File: config.mk
export PLATFORM = sky130hd
export DESIGN_NAME = des_top
export DESIGN_NICKNAME = d
export VERILOG_FILES = /design/src/rtl/des_pkg.sv /design/src/rtl/des_round.sv /design/src/rtl/des_top.sv
export SDC_FILE = /design/constraint.sdc
export NUM_CORES = 1
export LEC_CHECK = 0
export ABC_AREA = 1
export CAP_MARGIN = 20
export CORE_ASPECT_RATIO = 2
export CORE_MARGIN = 2
export CORE_UTILIZATION = 35
export CTS_BUF_LIST = sky130_fd_sc_hd__clkbuf_4 sky130_fd_sc_hd__clkbuf_8
export CTS_CLUSTER_SIZE = 20
export DETAILED_ROUTE_END_ITERATION = 10
export PLACE_DENSITY = 0.95
export SYNTH_ARGS = -nofsm -noshare
export SYNTH_HDL_FRONTEND = slang
export SYNTH_SLANG_ARGS = --single-unit
export TNS_END_PERCENT = 30
File: constraint.sdc
create_clock -name clk -period 1.9 [get_ports clk]
set_input_delay 0.38 -clock clk [delete_from_list [all_inputs] [get_ports clk]]
set_output_delay 0.38 -clock clk [all_outputs]
set_load 0.02 [all_outputs]
File: src/rtl/des_pkg.sv
`default_nettype none
`timescale 1ns/1ps
// +----------------------------------------------------------------------+
// | des_pkg : DES tables, shift schedule and f-function helper           |
// | Rev 1.0                                                              |
// +----------------------------------------------------------------------+
package des_pkg;

  typedef enum logic [0:0] {ST_IDLE = 1'b0, ST_RUN = 1'b1} des_state_e;

  // Tables hold 1-based FIPS bit numbers; bit 1 is the MSB of the vector.
  localparam int IP_T [64] = '{58,50,42,34,26,18,10,2, 60,52,44,36,28,20,12,4,
                              62,54,46,38,30,22,14,6, 64,56,48,40,32,24,16,8,
                              57,49,41,33,25,17,9,1,  59,51,43,35,27,19,11,3,
                              61,53,45,37,29,21,13,5, 63,55,47,39,31,23,15,7};
  localparam int FP_T [64] = '{40,8,48,16,56,24,64,32, 39,7,47,15,55,23,63,31,
                              38,6,46,14,54,22,62,30, 37,5,45,13,53,21,61,29,
                              36,4,44,12,52,20,60,28, 35,3,43,11,51,19,59,27,
                              34,2,42,10,50,18,58,26, 33,1,41,9,49,17,57,25};
  localparam int E_T [48] = '{32,1,2,3,4,5, 4,5,6,7,8,9, 8,9,10,11,12,13,
                             12,13,14,15,16,17, 16,17,18,19,20,21,
                             20,21,22,23,24,25, 24,25,26,27,28,29, 28,29,30,31,32,1};
  localparam int P_T [32] = '{16,7,20,21,29,12,28,17, 1,15,23,26,5,18,31,10,
                             2,8,24,14,32,27,3,9,    19,13,30,6,22,11,4,25};
  localparam int PC1_T [56] = '{57,49,41,33,25,17,9, 1,58,50,42,34,26,18,
                               10,2,59,51,43,35,27, 19,11,3,60,52,44,36,
                               63,55,47,39,31,23,15, 7,62,54,46,38,30,22,
                               14,6,61,53,45,37,29, 21,13,5,28,20,12,4};
  localparam int PC2_T [48] = '{14,17,11,24,1,5, 3,28,15,6,21,10, 23,19,12,4,26,8,
                               16,7,27,20,13,2, 41,52,31,37,47,55, 30,40,51,45,33,48,
                               44,49,39,56,34,53, 46,42,50,36,29,32};
  localparam int SHIFTS [16] = '{1,1,2,2,2,2,2,2,1,2,2,2,2,2,2,1};

  // Indexed [box][{row,col}]
  localparam int SBOX [8][64] = '{
    '{14,4,13,1,2,15,11,8,3,10,6,12,5,9,0,7,  0,15,7,4,14,2,13,1,10,6,12,11,9,5,3,8,
      4,1,14,8,13,6,2,11,15,12,9,7,3,10,5,0,  15,12,8,2,4,9,1,7,5,11,3,14,10,0,6,13},
    '{15,1,8,14,6,11,3,4,9,7,2,13,12,0,5,10,  3,13,4,7,15,2,8,14,12,0,1,10,6,9,11,5,
      0,14,7,11,10,4,13,1,5,8,12,6,9,3,2,15,  13,8,10,1,3,15,4,2,11,6,7,12,0,5,14,9},
    '{10,0,9,14,6,3,15,5,1,13,12,7,11,4,2,8,  13,7,0,9,3,4,6,10,2,8,5,14,12,11,15,1,
      13,6,4,9,8,15,3,0,11,1,2,12,5,10,14,7,  1,10,13,0,6,9,8,7,4,15,14,3,11,5,2,12},
    '{7,13,14,3,0,6,9,10,1,2,8,5,11,12,4,15,  13,8,11,5,6,15,0,3,4,7,2,12,1,10,14,9,
      10,6,9,0,12,11,7,13,15,1,3,14,5,2,8,4,  3,15,0,6,10,1,13,8,9,4,5,11,12,7,2,14},
    '{2,12,4,1,7,10,11,6,8,5,3,15,13,0,14,9,  14,11,2,12,4,7,13,1,5,0,15,10,3,9,8,6,
      4,2,1,11,10,13,7,8,15,9,12,5,6,3,0,14,  11,8,12,7,1,14,2,13,6,15,0,9,10,4,5,3},
    '{12,1,10,15,9,2,6,8,0,13,3,4,14,7,5,11,  10,15,4,2,7,12,9,5,6,1,13,14,0,11,3,8,
      9,14,15,5,2,8,12,3,7,0,4,10,1,13,11,6,  4,3,2,12,9,5,15,10,11,14,1,7,6,0,8,13},
    '{4,11,2,14,15,0,8,13,3,12,9,7,5,10,6,1,  13,0,11,7,4,9,1,10,14,3,5,12,2,15,8,6,
      1,4,11,13,12,3,7,14,10,15,6,8,0,5,9,2,  6,11,13,8,1,4,10,7,9,5,0,15,14,2,3,12},
    '{13,2,8,4,6,15,11,1,10,9,3,14,5,0,12,7,  1,15,13,8,10,3,7,4,12,5,6,11,0,14,9,2,
      7,11,4,1,9,12,14,2,0,6,10,13,15,3,5,8,  2,1,14,7,4,10,8,13,15,12,9,0,3,5,6,11}};

  function automatic logic [63:0] ip_perm(input logic [63:0] d);
    logic [63:0] o;
    o = '0;
    for (int i = 0; i < 64; i++) o[6'(63 - i)] = d[6'(64 - IP_T[i])];
    return o;
  endfunction

  function automatic logic [63:0] fp_perm(input logic [63:0] d);
    logic [63:0] o;
    o = '0;
    for (int i = 0; i < 64; i++) o[6'(63 - i)] = d[6'(64 - FP_T[i])];
    return o;
  endfunction

  function automatic logic [55:0] pc1_perm(input logic [63:0] d);
    logic [55:0] o;
    o = '0;
    for (int i = 0; i < 56; i++) o[6'(55 - i)] = d[6'(64 - PC1_T[i])];
    return o;
  endfunction

  function automatic logic [47:0] pc2_perm(input logic [55:0] d);
    logic [47:0] o;
    o = '0;
    for (int i = 0; i < 48; i++) o[6'(47 - i)] = d[6'(56 - PC2_T[i])];
    return o;
  endfunction

  function automatic logic [31:0] des_f(input logic [31:0] r, input logic [47:0] k);
    logic [47:0] x;
    logic [31:0] s;
    logic [31:0] o;
    logic [5:0]  six;
    x = '0;
    for (int i = 0; i < 48; i++) x[6'(47 - i)] = r[5'(32 - E_T[i])];
    x = x ^ k;
    s = '0;
    for (int i = 0; i < 8; i++) begin
      six = x[6'(47 - 6 * i) -: 6];
      s[5'(31 - 4 * i) -: 4] = 4'(SBOX[3'(i)][{six[5], six[0], six[4:1]}]);
    end
    o = '0;
    for (int i = 0; i < 32; i++) o[5'(31 - i)] = s[5'(32 - P_T[i])];
    return o;
  endfunction

endpackage
`default_nettype wire

File: src/rtl/des_round.sv
`default_nettype none
`timescale 1ns/1ps
// +----------------------------------------------------------------------+
// | des_round : one combinational Feistel round                          |
// | Rev 1.0                                                              |
// +----------------------------------------------------------------------+
module des_round
  import des_pkg::*;
(
  input  logic [31:0] l_i,
  input  logic [31:0] r_i,
  input  logic [47:0] k_i,
  output logic [31:0] l_o,
  output logic [31:0] r_o
);

  assign l_o = r_i;
  assign r_o = l_i ^ des_f(r_i, k_i);

endmodule
`default_nettype wire

File: src/rtl/des_top.sv
`default_nettype none
`timescale 1ns/1ps
// +----------------------------------------------------------------------+
// | des_top : iterative DES encryptor, one round per clock               |
// | Rev 1.0                                                              |
// +----------------------------------------------------------------------+
module des_top
  import des_pkg::*;
(
  input  logic        clk,
  input  logic        rst_n,
  input  logic        start,
  input  logic [63:0] plaintext,
  input  logic [63:0] key,
  output logic [63:0] ciphertext,
  output logic        busy,
  output logic        done
);

  des_state_e  state_q, state_d;
  logic [3:0]  cnt_q, cnt_d;
  logic [31:0] l_q, l_d, r_q, r_d;
  logic [27:0] c_q, c_d, d_q, d_d;
  logic [63:0] ct_q, ct_d;
  logic        done_q, done_d;

  logic        w_one;
  logic [27:0] w_c_rot, w_d_rot;
  logic [47:0] w_rk;
  logic [31:0] w_l_nxt, w_r_nxt;

  assign w_one   = (SHIFTS[cnt_q] == 1);
  assign w_c_rot = w_one ? {c_q[26:0], c_q[27]} : {c_q[25:0], c_q[27:26]};
  assign w_d_rot = w_one ? {d_q[26:0], d_q[27]} : {d_q[25:0], d_q[27:26]};
  assign w_rk    = pc2_perm({w_c_rot, w_d_rot});

  des_round u_round (
    .l_i (l_q),
    .r_i (r_q),
    .k_i (w_rk),
    .l_o (w_l_nxt),
    .r_o (w_r_nxt)
  );

  always_comb begin
    state_d = state_q;
    cnt_d   = cnt_q;
    l_d     = l_q;
    r_d     = r_q;
    c_d     = c_q;
    d_d     = d_q;
    ct_d    = ct_q;
    done_d  = 1'b0;
    case (state_q)
      ST_IDLE: begin
        if (start) begin
          {l_d, r_d} = ip_perm(plaintext);
          {c_d, d_d} = pc1_perm(key);
          cnt_d      = 4'd0;
          state_d    = ST_RUN;
        end
      end
      ST_RUN: begin
        c_d   = w_c_rot;
        d_d   = w_d_rot;
        l_d   = w_l_nxt;
        r_d   = w_r_nxt;
        cnt_d = cnt_q + 4'd1;
        // Round 16 output is swapped before the final permutation.
        if (cnt_q == 4'd15) begin
          ct_d    = fp_perm({w_r_nxt, w_l_nxt});
          done_d  = 1'b1;
          state_d = ST_IDLE;
        end
      end
      default: state_d = ST_IDLE;
    endcase
  end

  always_ff @(posedge clk or negedge rst_n) begin
    if (!rst_n) begin
      state_q <= ST_IDLE;
      cnt_q   <= 4'd0;
      l_q     <= '0;
      r_q     <= '0;
      c_q     <= '0;
      d_q     <= '0;
      ct_q    <= '0;
      done_q  <= 1'b0;
    end else begin
      state_q <= state_d;
      cnt_q   <= cnt_d;
      l_q     <= l_d;
      r_q     <= r_d;
      c_q     <= c_d;
      d_q     <= d_d;
      ct_q    <= ct_d;
      done_q  <= done_d;
    end
  end

  assign ciphertext = ct_q;
  assign busy       = (state_q == ST_RUN);
  assign done       = done_q;

endmodule
`default_nettype wire

==> results.cfg <==
[drt]
drt_iter0_drc = 35
ant_nets = 0
routed_via_density = 4.08
drc_errors = 0
avgRoutedWirePerCell_um = 10.3
vias = 1560
drt_pass1_iterations = 4
wirelength_um = 3950

[synth]
netlist_top_cells_count = nand2_1 (115), buf_4 (48), dfrtp_1 (46)
synth_cell_types = 18
synthCells = 259
synth-async-reset-ratio_pct = 100
syn_area_um2 = 2270
synth_area_leader_cell = dfrtp_1
synth_seq_cells = 46
yosysWarnings = 0
synthTopCellsByArea = dfrtp_1 (51%), nand2_1 (19%), buf_4 (16%)
avgSynthCellArea_um2 = 8.76
synth_flop_cell = dfrtp_1
synth.most_common_cell = nand2_1
synth_edf_count = 0
yosysTopAreaCellShare_pct = 50.7
seq_area_frac_synth_pct = 50.7

[clock_tree]
htree_num_levels = 2
cts_tree = yes
path_clk_slew_ns = 0.09
cts_hold_buf = 0
numCtsBuffers = 5
post_cts_resize_count = 0
cts-root-buf = clkbuf_8
cts_sinks = 46
clock_path_buffers = 2
cts_setup_buffers = 0
clock_latency_ns = 0.31

[finish]
drive_gt1_share_pct = 5.74
diodes = 0
syn2layout_area_growth_pct = 16.5
final_cell_area_um2 = 2640
final_util_pct = 41.9
nets = 427

[worst_setup_path]
cp.depth = 1
path_cells = clkdlybuf4s50_1
path_delay_family = buffers and inverters
r2r-end = ciphertext[13]$_DFFE_PN0P_
worst-path-max-fanout = 2
critPathCapture = ciphertext[1]
r2r_start = busy$_DFF_PN0_
rr_worst_depth = 5
cp_slowest_stage_delay_ns = 0.61
cp-end-kind = output pin
critPathLaunch = ciphertext[1]$_DFFE_PN0P_
rrSetupSlack_ns = 0.58
cp.arrival_ns = 1.27
start_kind = register
cp_num_buf_inv = 1
required_ns = 1.52
slowest_stage = clkdlybuf4s50_1
crit_type = reg2out

[floorplanning]
dieArea_um2 = 7180
core_area_um2 = 6310
io_pins = 197
die-height_um = 118
die_x_um = 60.9
fp-row-count = 41
initial_core_util_pct = 36.0

[sta]
period_needed_ns = 1.65
slew-limit-headroom_pct = 63.9
rsz0062_at_grt = no
post-route-period-util_pct = 87.0
finClkSkew_ns = 0.00686
holdWs_ns = 0.0482
fin_setup_tns_ns = 0
setup-violations-final = 0
tightest_slew_ns = 0.542
setup_ws_ns = 0.246
drv_slew = 0
hold_violations = 0
fmax_mhz = 605

[grt]
grt_max_degree = 28
overflow = 0
antenna_found_initial = 0
grt_pass1_wl_um = 6600
track_usage_pct = 12.0
grt_pass1_vias = 1457

[placed_design]
port_buffers = 36
placed_area_um2 = 2500
place_congestion = 0.800
hpwl_um = 3070
dp_worst_setup_slack_ns = 0.286

[power_and_ir_drop]
p_leak_nw = 1.44
peakVddDrop_mv = 0.751
p_per_area_nw_per_um2 = 1410

[hold_path]
min_path_type = in2async

[status]
status = finished clean

[job]
drv_cap = 0
==> cell usage in the layout, fill, tap and decap left out, drive strengths merged <==
cell type and count:
a21oi 1, buf 3, bufinv 2, clkbuf 6, clkdlybuf4s50 35, conb 48, dfrtp 46, ha 1
inv 6, nand2 118, nand3 9, nor2 4, o21ai 17
==> how the worst min path moves through the flow <==
stage	startpoint	to	slack, ns	cells after the start
2_1_floorplan	rst_n	busy$_DFF_PN0_	0.08	0
3_3_place_gp	rst_n	r_q[14]$_DFFE_PN0P_	0.38	1
3_5_place_dp	rst_n	l_q[30]$_DFFE_PN0P_	0.40	1
4_1_cts	rst_n	ciphertext[1]$_DFFE_PN0P_	0.05	1
5_1_grt	rst_n	ciphertext[1]$_DFFE_PN0P_	0.07	1
6_report	rst_n	ciphertext[1]$_DFFE_PN0P_	0.05	1
==> through the flow <==
| step | power [W] | instances |
|---|---|---|
| after floorplan | 0.00251 | 306 |
| after global placement | 0.00278 | 374 |
| after detailed placement | 0.00287 | 374 |
| after CTS | 0.00377 | 382 |
| after global routing | 0.00398 | 382 |
| final | 0.00372 | 382 |
==> area by class of cell <==
cell class / instances / area [µm²]
fill: 637 / 3670
clock inverter: 2 / 60.1
tap: 86 / 108
clock buffer: 6 / 82.6
inverter: 6 / 22.5
multi-input combinational: 198 / 836
timing repair buffer: 38 / 383
sequential: 46 / 1150
==> power by group <==
group / leakage (nW) / switching [W] / internal, W
Clock: 0.0714 / 0.000331 / 0.000561
Combinational: 0.758 / 0.000840 / 0.000484
Sequential: 0.608 / 0.000204 / 0.00130
Total: 1.44 / 0.00138 / 0.00235
==> metal layers <==
metal	up-vias	GRT usage, %	share of wire (%)
li1	776	-	-
met2	76	18.2	49
met5	-	0	0
met3	10	3.52	8.3
met4	0	7.88	3.1
met1	698	14.1	40
==> state kept, by name, indices dropped and copies added (netlist names) <==
name and flops:
ciphertext 16, done 1, cnt_q 4, l_q 8, busy 1, r_q 16
==> logic make-up (layout without fill, tap and decap cells) <==
family | count (synthesis) | count (layout) | synth area share [%]
simple gates | 131 | 131 | 24.4
buf+inv | 62 | 52 | 20.2
flops | 46 | 46 | 50.7
compound gates | 18 | 18 | 3.97
fa+ha+maj | 1 | 1 | 0.551
other cells | 1 | 48 | 0.165
No activity file was read; power rests on OpenSTA's default activity.
